--- src/rtl/led_pattern_gen.sv ---
`default_nettype none
// ============================================================================
// Module   : led_pattern_gen
// Purpose  : Multi-channel LED pattern driver. Each channel has its own
//            period counter and runs in one of OFF / ON / BLINK / PWM /
//            BREATHE, selected at runtime via a single-cycle write port.
//            Period and duty writes land in shadow registers and are
//            adopted at the channel's next period boundary.
// Ports    : clk          - fabric clock
//            rst_n        - asynchronous active-low reset
//            cfg_wr       - write strobe (one write per high cycle)
//            cfg_ch       - target channel index
//            cfg_sel      - 0 mode, 1 period, 2 duty, 3 reserved
//            cfg_data     - write data (mode [2:0], duty [PWM_W-1:0])
//            led_out      - registered LED drive, bit i = channel i
//            period_tick  - one-cycle pulse at each channel period boundary
// Revision : 1.0 - initial release
// ============================================================================
module led_pattern_gen #(
  parameter int NUM_CH         = 3,
  parameter int CNT_W          = 24,
  parameter int PWM_W          = 8,
  parameter int DEFAULT_PERIOD = 8000000,
  parameter int RESET_MODE     = 2
) (
  input  logic              clk,
  input  logic              rst_n,
  input  logic              cfg_wr,
  input  logic [2:0]        cfg_ch,
  input  logic [1:0]        cfg_sel,
  input  logic [CNT_W-1:0]  cfg_data,
  output logic [NUM_CH-1:0] led_out,
  output logic [NUM_CH-1:0] period_tick
);

  typedef enum logic [2:0] {
    MODE_OFF     = 3'd0,
    MODE_ON      = 3'd1,
    MODE_BLINK   = 3'd2,
    MODE_PWM     = 3'd3,
    MODE_BREATHE = 3'd4
  } mode_e;

  localparam logic [1:0]       C_SEL_MODE   = 2'd0;
  localparam logic [1:0]       C_SEL_PERIOD = 2'd1;
  localparam logic [1:0]       C_SEL_DUTY   = 2'd2;
  localparam logic [1:0]       C_SEL_RSVD   = 2'd3;
  localparam logic [CNT_W-1:0] C_DEF_PERIOD = CNT_W'(DEFAULT_PERIOD);
  localparam logic [2:0]       C_RST_MODE   = 3'(RESET_MODE);
  localparam logic [PWM_W-1:0] C_DUTY_MAX   = {PWM_W{1'b1}};

  // A write is only acted on when it addresses an existing channel and a
  // defined register; anything else is dropped without side effects.
  logic w_wr_ok;
  assign w_wr_ok = cfg_wr && (cfg_sel != C_SEL_RSVD) &&
                   ({29'd0, cfg_ch} < 32'(NUM_CH));

  // Shared free-running PWM phase counter.
  logic [PWM_W-1:0] pwm_cnt_q;
  always_ff @(posedge clk or negedge rst_n) begin
    if (!rst_n) begin
      pwm_cnt_q <= '0;
    end else begin
      pwm_cnt_q <= pwm_cnt_q + PWM_W'(1);
    end
  end

  for (genvar i = 0; i < NUM_CH; i++) begin : g_ch
    logic [2:0]       mode_q,      mode_d;
    logic [CNT_W-1:0] cnt_q,       cnt_d;
    logic [CNT_W-1:0] per_act_q,   per_act_d;
    logic [CNT_W-1:0] per_shd_q,   per_shd_d;
    logic [PWM_W-1:0] duty_act_q,  duty_act_d;
    logic [PWM_W-1:0] duty_shd_q,  duty_shd_d;
    logic             dir_up_q,    dir_up_d;
    logic             duty_pend_q, duty_pend_d;
    logic             led_q,       led_d;
    logic             tick_q,      tick_d;
    logic             w_hit, w_wr_mode, w_wr_per, w_wr_duty, w_bnd;

    assign w_hit     = w_wr_ok && (cfg_ch == 3'(i));
    assign w_wr_mode = w_hit && (cfg_sel == C_SEL_MODE);
    assign w_wr_per  = w_hit && (cfg_sel == C_SEL_PERIOD);
    assign w_wr_duty = w_hit && (cfg_sel == C_SEL_DUTY);
    assign w_bnd     = (cnt_q == per_act_q);

    always_comb begin
      mode_d      = mode_q;
      cnt_d       = cnt_q;
      per_act_d   = per_act_q;
      per_shd_d   = per_shd_q;
      duty_act_d  = duty_act_q;
      duty_shd_d  = duty_shd_q;
      dir_up_d    = dir_up_q;
      duty_pend_d = duty_pend_q;
      led_d       = led_q;
      tick_d      = 1'b0;

      if (w_wr_mode) begin
        // Mode change restarts the channel and suppresses any boundary
        // that happens to coincide with it.
        mode_d   = cfg_data[2:0];
        cnt_d    = '0;
        led_d    = 1'b0;
        dir_up_d = 1'b1;
      end else begin
        case (mode_q)
          MODE_ON:      led_d = 1'b1;
          MODE_BLINK:   led_d = w_bnd ? ~led_q : led_q;
          MODE_PWM,
          MODE_BREATHE: led_d = (pwm_cnt_q < duty_act_q);
          default:      led_d = 1'b0;
        endcase

        tick_d = w_bnd;
        if (w_bnd) begin
          cnt_d       = '0;
          per_act_d   = per_shd_q;
          duty_pend_d = 1'b0;
          if (mode_q == MODE_PWM) begin
            duty_act_d = duty_shd_q;
          end else if (mode_q == MODE_BREATHE) begin
            if (duty_pend_q) begin
              // A duty written while breathing re-seats the ramp point.
              duty_act_d = duty_shd_q;
            end else if (dir_up_q) begin
              if (duty_act_q == C_DUTY_MAX) begin
                dir_up_d   = 1'b0;
                duty_act_d = duty_act_q - PWM_W'(1);
              end else begin
                duty_act_d = duty_act_q + PWM_W'(1);
              end
            end else begin
              if (duty_act_q == '0) begin
                dir_up_d   = 1'b1;
                duty_act_d = PWM_W'(1);
              end else begin
                duty_act_d = duty_act_q - PWM_W'(1);
              end
            end
          end
        end else begin
          cnt_d = cnt_q + CNT_W'(1);
        end
      end

      // Shadow writes come last so a write on a boundary cycle is kept
      // for the following boundary rather than being consumed now.
      if (w_wr_per) begin
        per_shd_d = cfg_data;
      end
      if (w_wr_duty) begin
        duty_shd_d  = cfg_data[PWM_W-1:0];
        duty_pend_d = 1'b1;
      end
    end

    always_ff @(posedge clk or negedge rst_n) begin
      if (!rst_n) begin
        mode_q      <= C_RST_MODE;
        cnt_q       <= '0;
        per_act_q   <= C_DEF_PERIOD;
        per_shd_q   <= C_DEF_PERIOD;
        duty_act_q  <= '0;
        duty_shd_q  <= '0;
        dir_up_q    <= 1'b1;
        duty_pend_q <= 1'b0;
        led_q       <= 1'b0;
        tick_q      <= 1'b0;
      end else begin
        mode_q      <= mode_d;
        cnt_q       <= cnt_d;
        per_act_q   <= per_act_d;
        per_shd_q   <= per_shd_d;
        duty_act_q  <= duty_act_d;
        duty_shd_q  <= duty_shd_d;
        dir_up_q    <= dir_up_d;
        duty_pend_q <= duty_pend_d;
        led_q       <= led_d;
        tick_q      <= tick_d;
      end
    end

    assign led_out[i]     = led_q;
    assign period_tick[i] = tick_q;
  end : g_ch

endmodule
`default_nettype wire

--- config.mk ---
export PLATFORM = sky130hd
export DESIGN_NAME = led_pattern_gen
export DESIGN_NICKNAME = d
export VERILOG_FILES = /design/src/rtl/led_pattern_gen.sv
export SDC_FILE = /design/constraint.sdc
export NUM_CORES = 1
export LEC_CHECK = 0
export ABC_AREA = 0
export CAP_MARGIN = 15
export CORE_MARGIN = 1
export CORE_UTILIZATION = 40
export DETAILED_ROUTE_END_ITERATION = 16
export PLACE_DENSITY = 0.67
export SYNTH_ARGS = -nofsm -noshare
export SYNTH_HDL_FRONTEND = slang
export SYNTH_SLANG_ARGS = --single-unit
--- constraint.sdc ---
create_clock -name clk -period 4.5 [get_ports clk]
set_input_delay 0.9 -clock clk [delete_from_list [all_inputs] [get_ports clk]]
set_output_delay 0.9 -clock clk [all_outputs]
set_load 0.01 [all_outputs]
-- Word level (Yosys, flattened, before mapping)
Index checks and enable logic that the tools add are counted.
- bitwise gates (word level): 6
- order comparisons: 4
- muxes and demuxes: 69
- reductions and logical operators: 46
- equal/unequal tests: 35
- add/subtract/negate cells: 10
- operators by type and width (cell ; number):
    2-to-1 mux 24 bit ; 6
    2-to-1 mux 8 bit ; 18
    adder 24 x 1 -> 24 bit (second input constant) ; 3
    == test 24 bit ; 3
    2-to-1 mux 1 bit ; 42
    adder 8 x 1 -> 8 bit (second input constant) ; 4
    == test 8 bit (second input constant) ; 3
    zero test 8 bit ; 3
    < comparator 8 bit ; 3
    nonzero test 2 bit ; 12
    subtractor 8 x 1 -> 8 bit (second input constant) ; 3
    == test 3 x 2 -> 1 bit (second input constant) ; 7
    logical AND 1 bit ; 14
    == test 3 x 1 -> 1 bit (second input constant) ; 4
    != test 2 x 1 -> 1 bit (second input constant) ; 6
    AND reduction 2 bit ; 6
    AND reduction 4 bit ; 3
    == test 3 bit (second input constant) ; 3
    != test 3 bit (second input constant) ; 3
    one-hot mux 1 bit (3 select lines) ; 3
    AND reduction 3 bit ; 3
    != test 2 bit (second input constant) ; 4
    NOT 1 bit ; 6
    OR reduction 2 bit ; 3
    5 further kinds ; 5
- input bits: 32
- logic and storage cells: 201
- bits in registers: 293

-- Longest topological paths before layout
- depth in word-level cells: 8
- gate-level depth with buffers: 9
- gate-level depth less buffers: 8

-- Least setup slack after synthesis
No wires, ideal clock.
- kind: input port to flip-flop
- from: input cfg_ch[2]
- to: register g_ch[2].per_act_q[10]
- path buffers: 1
- setup slack: 2.195 ns
- arrival: 2.181 ns
- stages: 5
- data required time: 4.375 ns
- path through: nor4bb_1 > nand2_1 > nand3_2 > buf_2 > mux2_2
- cells in the longest elaborated chain, start to end: 6
- elaborated cells on any way between the ends: 7
- classes of those cells: 1 x order compare; 1 x eq/ne; 1 x bitwise; 4 x reduce/logical
- RTL lines (element ; line ; text):
    from (decl) ; 29 ; input logic [2:0] cfg_ch,
    < comparator 3 x 2 -> 1 bit ; 56 ; ({29'd0, cfg_ch} < 32'(NUM_CH));
    logical AND 1 bit ; 55 ; assign w_wr_ok = cfg_wr && (cfg_sel != C_SEL_RSVD) &&
    logical AND 1 bit (*) ; 81 ; assign w_hit = w_wr_ok && (cfg_ch == 3'(i));
    logical AND 1 bit (*) ; 82 ; assign w_wr_mode = w_hit && (cfg_sel == C_SEL_MODE);
    NOT 1 bit (no line) (*) ; - ;
    AND reduction 2 bit (no line) (*) ; - ;
    to (signal assigned) ; 173 ; per_act_q <= per_act_d;
    to (decl) ; 71 ; logic [CNT_W-1:0] per_act_q, per_act_d;
Every way passes the cells marked *; elsewhere a longest branch is shown, timed or not.
A chain may end at the register's enable or synchronous reset.

-- Final worst setup path
- from: register g_ch[2].cnt_q[18]
- to: register g_ch[2].duty_act_q[4]
- cells in the longest elaborated chain, start to end: 2
- RTL lines (element ; line ; text):
    from (decl) ; 70 ; logic [CNT_W-1:0] cnt_q, cnt_d;
    from (signal assigned) ; 172 ; cnt_q <= cnt_d;
    == test 24 bit ; 85 ; assign w_bnd = (cnt_q == per_act_q);
    AND reduction 3 bit (no line) ; - ;
    to (signal assigned) ; 175 ; duty_act_q <= duty_act_d;
    to (decl) ; 73 ; logic [PWM_W-1:0] duty_act_q, duty_act_d;
Every way passes these cells.

==> flow_summary.json <==
{
  "ys_seq_area_share_pct": 50.76,
  "initial_core_util_pct": 40.84,
  "clock_latency_ns": 0.58,
  "dpl.hpwl_mm": 22.24,
  "tightest_slew_ns": 1.083,
  "grt_pass1_vias": 9710,
  "first_pass_iters": 11,
  "synth_edf_count": 0,
  "postSynthCellCount": 1262,
  "die_area_um2": 37170,
  "numCtsBuffers": 31,
  "die_width_um": 192.8,
  "yosys.area.top_type": "dfrtp_1",
  "grt_max_degree": 130,
  "synth_warnings": 0,
  "routed_wl_mm": 32.14,
  "p_clk_share_pct": 33.7,
  "diodes": 0,
  "cts_resized": 0,
  "vias": 9532,
  "fmax_mhz": 322.6,
  "mostFrequentLayoutCell": "dfrtp_1",
  "critPathLaunchType": "register",
  "violations": "DRC",
  "leakagePower_uw": 0.007534,
  "arrival_ns": 3.55,
  "path_clk_slew_ns": 0.06,
  "combPwrFrac_pct": 20.9,
  "synthFlopType": "dfrtp_1",
  "detail-route-antenna-nets": 0,
  "antenna_found_initial": 0,
  "coreArea_um2": 35660,
  "switching_share_pct": 30.35,
  "p_int_uw": 5592,
  "final_max_slew_viol_count": 0,
  "period_share_pct": 68.89,
  "wl_per_cell_um": 18.09,
  "status": "finished with violations",
  "postCtsHoldBufs": 0,
  "vias_per_cell": 5.364,
  "clock_skew_ns": 0.02037,
  "clockBufferDepth": 3,
  "grt_setup_unrepaired": "no",
  "critPathMaxFanout": 27,
  "synthesis.area_um2": 14560,
  "tns_ns": 0,
  "final_cell_mix": "245 x dfrtp_1, 159 x mux2_2, 102 x nor2_1",
  "nets": 1357,
  "yosysTopAreaCellShare_pct": 42.10,
  "path_class": "reg -> reg",
  "layout-drive-gt1-share_pct": 24.09,
  "routabilityCongestion": 0.8540,
  "endpoint_kind": "register",
  "cp.required_ns": 4.95,
  "final_util_pct": 46.09,
  "setup_viol": 0,
  "rows": 69,
  "min_period_ns": 3.100,
  "fillers": 3193,
  "dieHeight_um": 192.8,
  "cts_tree": "yes",
  "power_density_nw_per_um2": 488.6,
  "ys_types": 80,
  "cap_violations": 0,
  "cts.sinks": 293,
  "synthArstFlopShare_pct": 100.0,
  "p_seq_share_pct": 45.4,
  "synth_nets": 1328,
  "multiInputGateArea_um2": 6740,
  "hold_class": "in -> async",
  "h-tree-depth": 1,
  "switching_power_uw": 2437,
  "io_pins": 38,
  "drt-initial-drc-count": 736,
  "hold_viol_final": 0,
  "drc": 6,
  "grt_remaining_overflow": 0,
  "slew_headroom_pct": 27.65,
  "netlist_top_cells_area": "dfrtp_1 42%, mux2_2 12%, dfstp_2 8.7%",
  "post_cts_buffers": 0,
  "ys_ff_latch": 293,
  "area_growth_pct": 12.84,
  "port_buffers": 37,
  "seqCellArea_um2": 7392,
  "grt_usage_pct": 18.13,
  "irDropWorstVdd_mv": 0.3888,
  "root_buffer": "clkbuf_16",
  "grt_pass1_wl_mm": 52.96,
  "syn_area_per_cell_um2": 11.54
}
## cell type report
type	instances	share of cell area, %
clock buffer	42	5.345
clock inverter	16	1.333
inverter	42	0.9594
multi-input combinational	877	41.02
sequential	293	44.99
tap	461	3.510
timing repair buffer	46	2.848
## routing by layer
| metal | share of wire [%] | global-route usage [%] | vias up |
|---|---|---|---|
| li1 | - | - | 4514 |
| met3 | 3.7 | 2.473 | 35 |
| met4 | 1.3 | 3.392 | 0 |
| met1 | 48 | 25.81 | 4826 |
| met2 | 47 | 29.49 | 157 |
| met5 | 0 | 0 | - |
## cell usage after synthesis (3+ instances only)
library cell,n
nand3_1,37
nor2_1,102
mux2i_1,13
o22ai_1,5
buf_2,14
ha_1,34
dfstp_2,48
a21oi_1,32
inv_1,41
o41ai_1,3
mux2_2,159
buf_4,6
nand2b_1,4
and2_1,3
a31oi_1,4
a31o_2,3
nor4_2,7
a22o_1,4
mux2_4,18
nand2_1,80
and3_1,18
nor3b_1,4
xnor2_1,56
buf_6,6
o21ai_1,4
or3_1,10
o2bb2ai_1,5
dfrtp_1,245
a22oi_1,5
o21ai_0,36
nor3_1,22
a211oi_1,4
and4_1,11
o21a_1,5
nand4_1,24
nor4_1,13
or2_2,3
o22a_1,3
clkbuf_1,23
xor2_1,91
o31ai_1,7
nor2b_1,5
## through the flow
| step | cell area [um^2] | total power (uW) | instances | setup WS, ns | hold WS (ns) |
|---|---|---|---|---|---|
| global route | 16430 | 8467 | 1777 | 1.217 | 0.2711 |
| CTS | 16430 | 8096 | 1777 | 1.403 | 0.2554 |
| global placement | 15330 | 5291 | 1719 | 1.039 | 0.4826 |
| floorplan | 14560 | 4818 | 1262 | 2.195 | 0.4749 |
| finish | 16430 | 8029 | 1777 | 1.400 | 0.2376 |
| detailed placement | 15330 | 5348 | 1719 | 0.9850 | 0.4879 |
## logic make-up after synthesis
family	count (synthesis)	share of synthesized area, %
AOI/OAI and AO/OA	144	6.496
muxes	190	15.04
and+or+nand+nor	362	12.98
xor gates and xnor gates	147	8.841
adders and majority gates	34	2.921
buffers and inverters	92	2.955
DFF	293	50.76
## power groups by stage
stage	registers [uW]	clock network, uW	logic (uW)
2_1_floorplan	3510	0	1300
3_3_place_gp	3670	0	1620
3_5_place_dp	3690	0	1660
4_1_cts	3650	2770	1680
5_1_grt	3720	2870	1880
6_report	3640	2710	1680
## critical path, stage by stage, from the launching register on
cell	delay (ns)
dfrtp_1	0.41
xnor2_1	0.32
nand4_1	0.16
nor4_2	0.49
nand3_2	0.63
nor2_2	0.58
mux2_2	0.38
## state kept, by name, summed over array words and instances (netlist names)
name / count
g_ch.duty_shd_q: 24
g_ch.duty_act_q: 24
g_ch.mode_q: 9
g_ch.per_act_q: 72
g_ch.dir_up_q: 3
pwm_cnt_q: 8
g_ch.per_shd_q: 72
g_ch.duty_pend_q: 3
g_ch.tick_q: 3
g_ch.led_q: 3
g_ch.cnt_q: 72
## worst paths after layout
check,from,endpoint,slack [ns],cells after the start
min,rst_n,g_ch[0].duty_act_q[4]$_DFFE_PN0P_,0.24,1
min in group clk,g_ch[1].per_shd_q[1]$_DFFE_PN0P_,g_ch[1].per_act_q[1]$_DFFE_PN0P_,0.49,1
max reg2reg,g_ch[2].cnt_q[18]$_DFF_PN0_,g_ch[2].duty_act_q[4]$_DFFE_PN0P_,1.40,6
max in group asynchronous,rst_n,g_ch[2].cnt_q[20]$_DFF_PN0_,3.23,2
min reg2reg,g_ch[1].per_shd_q[1]$_DFFE_PN0P_,g_ch[1].per_act_q[1]$_DFFE_PN0P_,0.49,1
max,g_ch[2].cnt_q[18]$_DFF_PN0_,g_ch[2].duty_act_q[4]$_DFFE_PN0P_,1.40,6
Note: power is estimated with default switching activity, not from simulation.
